[src/rtl/sched_pkg.sv]
// Shared definitions for the scheduler issue queue: command layout,
// default timing constants and the occupancy-state encoding.
package sched_pkg;

  // Command payload width; bit 0 carries the scheduler's second output.
  localparam int CMD_W      = 2;
  localparam int CMD_Q2_BIT = 0;

  // Default queue geometry and command-to-command spacing (tCCD).
  localparam int DEPTH_DEFAULT = 4;
  localparam int SKID_DEFAULT  = 2;
  localparam int TCCD_DEFAULT  = 4;

  // Width of the gap down-counter; holds GAP-1 for GAP up to 15.
  localparam int GAP_CNT_W = 4;

  // Occupancy classes, derived from the queue count.
  typedef enum logic [1:0] {
    OCC_EMPTY   = 2'd0,
    OCC_PARTIAL = 2'd1,
    OCC_THRESH  = 2'd2,
    OCC_FULL    = 2'd3
  } occ_state_e;

  // Occupancy counter width: must represent 0..depth inclusive.
  function automatic int count_width(input int depth);
    return $clog2(depth) + 1;
  endfunction

endpackage

[src/rtl/sched_gap_timer.sv]
// Loadable down-counter enforcing spacing between issued commands.
// Reports whether the counter will be zero after the current edge so the
// owner can register its ready decision without an extra cycle of latency.
module sched_gap_timer #(
  parameter int W = 4
) (
  input  logic         clk,
  input  logic         rst_n,
  input  logic         load_i,
  input  logic [W-1:0] load_val_i,
  output logic         zero_next_o
);

  logic [W-1:0] cnt_q;
  logic [W-1:0] cnt_d;

  // Next count: reload on an issue, otherwise count down and park at zero.
  always_comb begin
    cnt_d = cnt_q;
    if (load_i) begin
      cnt_d = load_val_i;
    end else if (cnt_q != '0) begin
      cnt_d = cnt_q - W'(1);
    end else begin
      cnt_d = cnt_q;
    end
  end

  assign zero_next_o = (cnt_d == '0);

  // Counter register.
  always_ff @(posedge clk or negedge rst_n) begin
    if (!rst_n) begin
      cnt_q <= '0;
    end else begin
      cnt_q <= cnt_d;
    end
  end

endmodule

[src/rtl/sched_issue_queue.sv]
// Issue queue between the scheduler hold register and the PHY command port.
// Buffers scheduled commands, spaces issues by at least GAP cycles, and
// raises stall early enough that commands already in flight still fit.
module sched_issue_queue
  import sched_pkg::*;
#(
  parameter int CMD_W = sched_pkg::CMD_W,
  parameter int DEPTH = DEPTH_DEFAULT,
  parameter int SKID  = SKID_DEFAULT,
  parameter int GAP   = TCCD_DEFAULT,
  localparam int CNT_W = count_width(DEPTH)
) (
  input  logic             clk,
  input  logic             rst,
  input  logic             in_valid,
  input  logic [CMD_W-1:0] in_cmd,
  output logic             stall,
  output logic             out_valid,
  output logic [CMD_W-1:0] out_cmd,
  input  logic             out_ready,
  output logic             ovf,
  output logic [CNT_W-1:0] count
);

  localparam int PTR_W = $clog2(DEPTH);
  localparam logic [CNT_W-1:0]     DEPTH_C    = CNT_W'(DEPTH);
  localparam logic [CNT_W-1:0]     THRESH_C   = CNT_W'(DEPTH - SKID);
  localparam logic [GAP_CNT_W-1:0] GAP_LOAD_C = GAP_CNT_W'(GAP - 1);

  logic [CMD_W-1:0] mem_q [DEPTH];
  logic [PTR_W-1:0] wr_ptr_q, wr_ptr_d;
  logic [PTR_W-1:0] rd_ptr_q, rd_ptr_d;
  logic [CNT_W-1:0] count_q, count_d;
  logic [CMD_W-1:0] out_cmd_q, out_cmd_d;
  logic             out_valid_q, out_valid_d;
  logic             ovf_q, ovf_d;
  occ_state_e       occ_q, occ_d;
  logic             push_s, pop_s, full_s;
  logic             gap_zero_next_s;

  // Spacing timer: reloaded on every issue to the PHY.
  sched_gap_timer #(
    .W (GAP_CNT_W)
  ) u_gap_timer (
    .clk         (clk),
    .rst_n       (rst),
    .load_i      (pop_s),
    .load_val_i  (GAP_LOAD_C),
    .zero_next_o (gap_zero_next_s)
  );

  // Queue control: push/pop decisions, pointer and occupancy updates,
  // next head command and occupancy class.
  always_comb begin
    full_s = (count_q == DEPTH_C);
    pop_s  = out_valid_q && out_ready;
    // A full queue still accepts when the head leaves in the same cycle.
    push_s = in_valid && (!full_s || pop_s);
    ovf_d  = in_valid && full_s && !pop_s;

    if (push_s) begin
      wr_ptr_d = wr_ptr_q + PTR_W'(1);
    end else begin
      wr_ptr_d = wr_ptr_q;
    end

    if (pop_s) begin
      rd_ptr_d = rd_ptr_q + PTR_W'(1);
    end else begin
      rd_ptr_d = rd_ptr_q;
    end

    case ({push_s, pop_s})
      2'b10:   count_d = count_q + CNT_W'(1);
      2'b01:   count_d = count_q - CNT_W'(1);
      default: count_d = count_q;
    endcase

    // Head command for next cycle; the only way the write slot becomes
    // the head is a push into a queue that is empty after this cycle's pop.
    if (count_d != '0) begin
      if (push_s && (wr_ptr_q == rd_ptr_d)) begin
        out_cmd_d = in_cmd;
      end else begin
        out_cmd_d = mem_q[rd_ptr_d];
      end
    end else begin
      out_cmd_d = out_cmd_q;
    end

    if (count_d == DEPTH_C) begin
      occ_d = OCC_FULL;
    end else if (count_d >= THRESH_C) begin
      occ_d = OCC_THRESH;
    end else if (count_d == '0) begin
      occ_d = OCC_EMPTY;
    end else begin
      occ_d = OCC_PARTIAL;
    end

    out_valid_d = (count_d != '0) && gap_zero_next_s;
  end

  // Command storage; written at the write pointer on every accepted push.
  always_ff @(posedge clk or negedge rst) begin
    if (!rst) begin
      for (int i = 0; i < DEPTH; i++) begin
        mem_q[i] <= '0;
      end
    end else if (push_s) begin
      mem_q[wr_ptr_q] <= in_cmd;
    end
  end

  // Pointers, occupancy class and registered outputs.
  always_ff @(posedge clk or negedge rst) begin
    if (!rst) begin
      wr_ptr_q    <= '0;
      rd_ptr_q    <= '0;
      count_q     <= '0;
      out_cmd_q   <= '0;
      out_valid_q <= 1'b0;
      ovf_q       <= 1'b0;
      occ_q       <= OCC_EMPTY;
    end else begin
      wr_ptr_q    <= wr_ptr_d;
      rd_ptr_q    <= rd_ptr_d;
      count_q     <= count_d;
      out_cmd_q   <= out_cmd_d;
      out_valid_q <= out_valid_d;
      ovf_q       <= ovf_d;
      occ_q       <= occ_d;
    end
  end

  // Stall covers both the threshold band and the full state.
  assign stall     = (occ_q == OCC_THRESH) || (occ_q == OCC_FULL);
  assign out_valid = out_valid_q;
  assign out_cmd   = out_cmd_q;
  assign ovf       = ovf_q;
  assign count     = count_q;

endmodule

[config.mk]
export PLATFORM = sky130hd
export DESIGN_NAME = sched_issue_queue
export DESIGN_NICKNAME = d
export VERILOG_FILES = /design/src/rtl/sched_pkg.sv /design/src/rtl/sched_gap_timer.sv /design/src/rtl/sched_issue_queue.sv
export SDC_FILE = /design/constraint.sdc
export NUM_CORES = 1
export LEC_CHECK = 0
export BUFFER_PORTS_ARGS = -buffer_cell sky130_fd_sc_hd__buf_2
export CAP_MARGIN = 25
export CELL_PAD_IN_SITES_DETAIL_PLACEMENT = 2
export CELL_PAD_IN_SITES_GLOBAL_PLACEMENT = 2
export CORE_AREA = 10 10 72 74
export DETAILED_ROUTE_END_ITERATION = 12
export DIE_AREA = 0 0 82 84
export PLACE_DENSITY_LB_ADDON = 0.1
export SLEW_MARGIN = 0
export SYNTH_ARGS = -nofsm -noshare
export SYNTH_HDL_FRONTEND = slang
export SYNTH_HIERARCHICAL = 1
export SYNTH_SLANG_ARGS = --single-unit
[constraint.sdc]
create_clock -name clk -period 5.5 [get_ports clk]
set_clock_uncertainty 0.1 [all_clocks]
set_input_delay 1.1 -clock clk [delete_from_list [all_inputs] [get_ports clk]]
set_output_delay 1.1 -clock clk [all_outputs]
set_load 0.1 [all_outputs]
==> flow_summary.ini, run 1 <==
[route]
routed_wire_length_per_instance_um = 16.83
detailedRoute.firstIterationViolations = 30
post_drt_via_cell_ratio = 5.259
detail_route.first_pass.iterations = 4
routed_wl_um = 3451
drc = 0
ant_nets = 0
routed_via_count = 1078

[worst_setup_path]
regToRegSetupSlack_ns = 2.83
crit-reg2reg-launch = out_valid
cp_slowest_stage_delay_ns = 0.55
crit_path_end_kind = flop
worst_r2r_endpoint = out_cmd[0]
cp_slowest_cell = fa_1
crit_start = in_valid
crit_end = out_cmd[0]
worstPathMaxFanout = 9
crit_required_ns = 5.56
ff2ff_path_depth = 7
worstPathBufferInverterCount = 2
critPathKind = primary input to flop
cell_class_contributing_the_biggest_share_of_worst_path_delay = adder cells
critPathLaunchType = primary input
worst-path-stages = 8
critical_path_arrival_ns = 3.20
path_cells = buf_2 > and3b_1 > inv_1 > fa_1 > o31ai_1 > a222oi_1 > nand3_1 > mux2_2

[finish]
area_delta_synth_final_pct = 11.99
final_core_utilization = 0.4182
num-nets-final = 168
insertedDiodeCount = 0
drive_above_1_share = 0.1871

[placed_design]
buffer_ports.inserted = 13
dp_hpwl_um = 2645
gp_congestion = 0.7301

[worst_hold_path]
hold_start = out_cmd[1]
hold_class = flop to flop

[synth]
yosysTopAreaCellShare = 0.4170
synth.largest_area_cell = dfrtp_1
synth_edf_count = 0
synth-adder-area-share = 0.05734
post_synthesis_sequential_element_count = 24
post_synth_xor_area_fraction = 0.03041
synth.distinct_cells = 37
complex_gate_fraction_of_the_synthesized_area = 0.1251
synth.most_common_cell = dfrtp_1
synth_top_family_by_area = simple AND/OR/NAND/NOR gates
most_common_flop_cell_mapped_by_yosys = dfrtp_1
synth.cell_area_um2 = 1440
syn_inst = 140
synth.top_cells.by_count = 24 x dfrtp_1, 19 x nand2_1, 15 x inv_1
ys_top_cells_by_area = dfrtp_1 42%, mux2i_1 7.6%, nand2_1 5.0%
yosys-mux-area-fraction = 0.1468
synth_async_sr_flop_share = 1.000
seq_area_frac_synth = 0.4170
synth_simple_gate_area_share = 0.1555
synthesis.area_per_instance_um2 = 10.29
synth-warning-count = 6

[clocking]
clkSinkCount = 24
tritoncts = done
cts.hold.buffers_added = 0
cts-resized-gates = 0
clock_pin_slew_worst_setup_and_hold_paths_ns = 0.09
master_cell_of_the_clock_root_buffer = clkbuf_8
number_of_buffers_created_by_cts = 3
htreeDepth = 1
cts-root-to-sink-buffers = 2
postCtsSetupBuffers = 0
clock_latency_ns = 0.27

[sta]
tns_ns = 0
final.min_clock_period_ns = 3.138
achievable-frequency_mhz = 318.7
tightest_slew_ns = 0.5665
timing.final.setup_violations = 0
slew_headroom = 0.6224
timing.final.crit_share = 0.5705
final-hold-violation-count = 0
rsz0062_at_grt = no
final_max_slew_viol_count = 0

[die]
die-area_um2 = 6888
die-width_um = 82
fp-row-count = 23
floorplan.initialDensity = 0.3735
ios = 14
die_height_um = 84
floorplan.core_area_um2 = 3856

[grt]
grt_remaining_overflow = 0
antenna_violations_before_repair = 0
grt_usage = 0.1065
first_global_vias = 1214
first_pass_grt_wire_length_um = 5830
grt_start_max_net_pins = 25

[run]
cap_violations = 0

[run_status]
status = finished, final reports clean
==> sequential cells by signal (all words and copies together), names as in the netlist <==
signal and flops:
count 3, mem_q 8, occ_q 1, out_cmd 2, out_valid 1, ovf 1, rd_ptr_q 2, u_gap_timer/cnt_q 4
wr_ptr_q 2
==> cell type report <==
type                            instances  area [um^2]
Clock inverter                          1        30.03
Timing Repair Buffer                   13        65.06
Multi-Input combinational cell         99        757.0
Sequential cell                        24        600.6
Clock buffer                            3        41.29
Tap cell                               50        62.56
Fill cell                             438         2243
Inverter                               15        56.30
==> kinds of logic (layout without fill, tap and decap cells) <==
| group | count (synthesis) | after routing |
|---|---|---|
| flip-flops | 24 | 24 |
| multiplexers | 17 | 17 |
| buffers and inverters | 19 | 32 |
| other | 2 | 4 |
| AO/OA/AOI/OAI | 27 | 27 |
| XOR/XNOR | 5 | 5 |
| AND/OR/NAND/NOR | 40 | 40 |
| adder cells (fa/ha/maj) | 6 | 6 |
==> metrics by stage <==
step / setup slack [ns] / instance area [um^2] / instances / hold slack [ns]
floorplan: 2.450 / 1448 / 142 / 0.3693
global placement: 2.162 / 1541 / 201 / 0.3901
detailed placement: 2.074 / 1541 / 201 / 0.4052
CTS: 2.355 / 1613 / 205 / 0.4253
global route: 2.254 / 1613 / 205 / 0.4513
finish: 2.362 / 1613 / 205 / 0.4227
==> metal layers <==
layer	share of wire	wire, um	vias to the layer above	GRT usage
li1	-	-	509	-
met1	0.43	1472	552	0.1220
met2	0.53	1823	15	0.1912
met3	0.039	133	2	0.02371
met4	0.0061	21	0	0.02322
met5	0	0	-	0
==> worst min-delay path by stage <==
stage	to	slack [ns]	cells after the start
after detailed placement	mem_q[3]	0.41	2
after floorplan	mem_q[0]	0.37	2
after CTS	mem_q[3]	0.43	2
final	out_cmd[1]	0.42	1
after global routing	out_cmd[1]	0.45	1
after global placement	mem_q[4]	0.39	2
==> cells in the final DEF, fill, tap and decap left out, types with 3 or more instances in the layout <==
cell / count
inv_1: 15
dfrtp_1: 24
o31ai_1: 3
nand3b_1: 3
buf_2: 13
ha_1: 5
nor3_1: 3
o21ai_0: 14
nand2_1: 19
mux2i_1: 11
mux2_2: 3
clkbuf_8: 3
conb_1: 4
xnor2_1: 3
Power of run 1 is not shown: default switching activity piles up to over one toggle a cycle in this logic, so the estimate is an artifact.
==> inputs of run 2 (changes only) <==
--- a/config.mk
+++ b/config.mk
@@ -9,9 +9,9 @@
 export CAP_MARGIN = 25
 export CELL_PAD_IN_SITES_DETAIL_PLACEMENT = 2
 export CELL_PAD_IN_SITES_GLOBAL_PLACEMENT = 2
-export CORE_AREA = 10 10 72 74
+export CORE_AREA = 10 10 74 76
 export DETAILED_ROUTE_END_ITERATION = 12
-export DIE_AREA = 0 0 82 84
+export DIE_AREA = 0 0 84 86
 export PLACE_DENSITY_LB_ADDON = 0.1
 export SLEW_MARGIN = 0
 export SYNTH_ARGS = -nofsm -noshare
==> constraint.sdc (replaced) <==
create_clock -name clk -period 2.93 [get_ports clk]
set_clock_uncertainty 0.1 [all_clocks]
set_input_delay 0.586 -clock clk [delete_from_list [all_inputs] [get_ports clk]]
set_output_delay 0.586 -clock clk [all_outputs]
set_load 0.1 [all_outputs]
==> run 2 against run 1 <==
Register-to-register slack worse by 2.4 ns. Flip-flop and latch count unchanged. Worst setup slack worse by 2.0 ns. Via count down 2.1%. Die area up 4.9%. Highest routed layer unchanged. Global-route usage down 0.65 points. Non-clock buffer count up 1. Sequential share of layout area down 0.12 points.
==> flow_summary.ini, run 2 (synthesis gave the netlist of run 1 again) <==
[route]
routed_wl_um = 3379
routed_wire_length_per_instance_um = 16.40
detailedRoute.firstIterationViolations = 24
drc = 0
detail_route.first_pass.iterations = 4
routed_via_count = 1055
ant_nets = 0
post_drt_via_cell_ratio = 5.121

[finish]
layout.cells.non_filler = 206
drive_above_1_share = 0.1987
insertedDiodeCount = 0
num-nets-final = 169
flip_flop_count_of_the_largest_register_all_copies_and_words_added = 8
area_delta_synth_final_pct = 12.60
final_common_cell = dfrtp_1
max_flop_register = mem_q
mostFrequentLayoutCells = 23 x dfrtp_1, 19 x nand2_1, 15 x inv_1
final_area_um2 = 1622

[clocking]
cts-root-to-sink-buffers = 2
htreeDepth = 1
number_of_buffers_created_by_cts = 3
master_cell_of_the_clock_root_buffer = clkbuf_8
clock_pin_slew_worst_setup_and_hold_paths_ns = 0.09
cts-resized-gates = 0
tritoncts = done
cts.hold.buffers_added = 0
clkSinkCount = 24
clock_latency_ns = 0.27
postCtsSetupBuffers = 0

[grt]
grt_remaining_overflow = 0
grt_start_max_net_pins = 25
antenna_violations_before_repair = 0
first_pass_grt_wire_length_um = 5996
first_global_vias = 1212
grt_usage = 0.1001

[sta]
tns_ns = 0
achievable-frequency_mhz = 390.9
slew_headroom = 0.6282
rsz0062_at_grt = no
tightest_slew_ns = 0.5577
timing.final.crit_share = 0.8731
timing.final.setup_violations = 0
final_max_slew_viol_count = 0
final-hold-violation-count = 0
final.min_clock_period_ns = 2.558

[worst_setup_path]
cp_slowest_cell = fa_1
cell_class_contributing_the_biggest_share_of_worst_path_delay = adder cells
crit_required_ns = 2.99
critPathLaunchType = primary input
path_cells = buf_2 > and3b_1 > inv_1 > fa_1 > o31ai_1 > a222oi_1 > nand3_1 > mux2_2
crit_path_end_kind = flop
cp_slowest_stage_delay_ns = 0.56
critPathKind = primary input to flop
critical_path_arrival_ns = 2.62
worstPathBufferInverterCount = 2
worstPathMaxFanout = 9

[die]
floorplan.initialDensity = 0.3626
die_height_um = 86
floorplan.core_area_um2 = 3971
ios = 14
die-width_um = 84
fp-row-count = 23
die-area_um2 = 7224

[run]
cap_violations = 0

[worst_hold_path]
hold_class = primary input to asynchronous set/reset pin

[run_status]
status = finished, final reports clean

[placed_design]
gp_congestion = 0.7256
buffer_ports.inserted = 13
place.detailed.instances = 202
dp_hpwl_um = 2672
place_area_um2 = 1550
## run 2: cell types whose count changed in the layout (fill, tap and decap cells not counted), sizes merged
cell / previous run / this run
buf: 13 / 14
## run 2: worst register-to-register path: stages, from the launching register on
cell	delay, ns
dfrtp_2	0.45
and3b_1	0.24
inv_1	0.07
fa_1	0.56
o31ai_1	0.11
a222oi_1	0.36
nand3_1	0.20
mux2_2	0.31
## run 2: final timing paths
check,start,end,slack [ns],depth (start not counted)
max in group asynchronous,rst,out_valid,2.13,1
hold / removal,rst,u_gap_timer/cnt_q[1],0.20,1
setup reg to reg,out_valid,out_cmd[1],0.44,7
min in group clk,out_cmd[0],out_cmd[0],0.42,1
hold reg to reg,out_cmd[0],out_cmd[0],0.42,1
setup / recovery,in_valid,out_cmd[1],0.37,8
## run 2: final cells by class
type | count | area, um^2
Timing Repair Buffer | 14 | 72.57
Fill cell | 430 | 2350
Sequential cell | 24 | 601.8
Tap cell | 50 | 62.56
Clock inverter | 1 | 30.03
Inverter | 15 | 56.30
Multi-Input combinational cell | 99 | 757.0
Clock buffer | 3 | 41.29
## run 2: metrics by stage
step                        util  setup WS [ns]  hold slack, ns
after floorplan                -        0.04164          0.1904
after global placement    0.3904         0.1854          0.3938
after detailed placement  0.3904        0.05290          0.4039
after CTS                 0.4083         0.3545          0.2185
after global routing      0.4083         0.2782          0.2302
final                     0.4083         0.3718          0.1961
## run 2: layer usage
metal,vias to the layer above,GRT usage,part of all wire
met3,4,0.01892,0.020
met4,0,0.02740,0.0083
li1,512,-,-
met1,528,0.1166,0.44
met2,11,0.1819,0.53
met5,-,0,0
Power of run 2 is left out for the same reason.
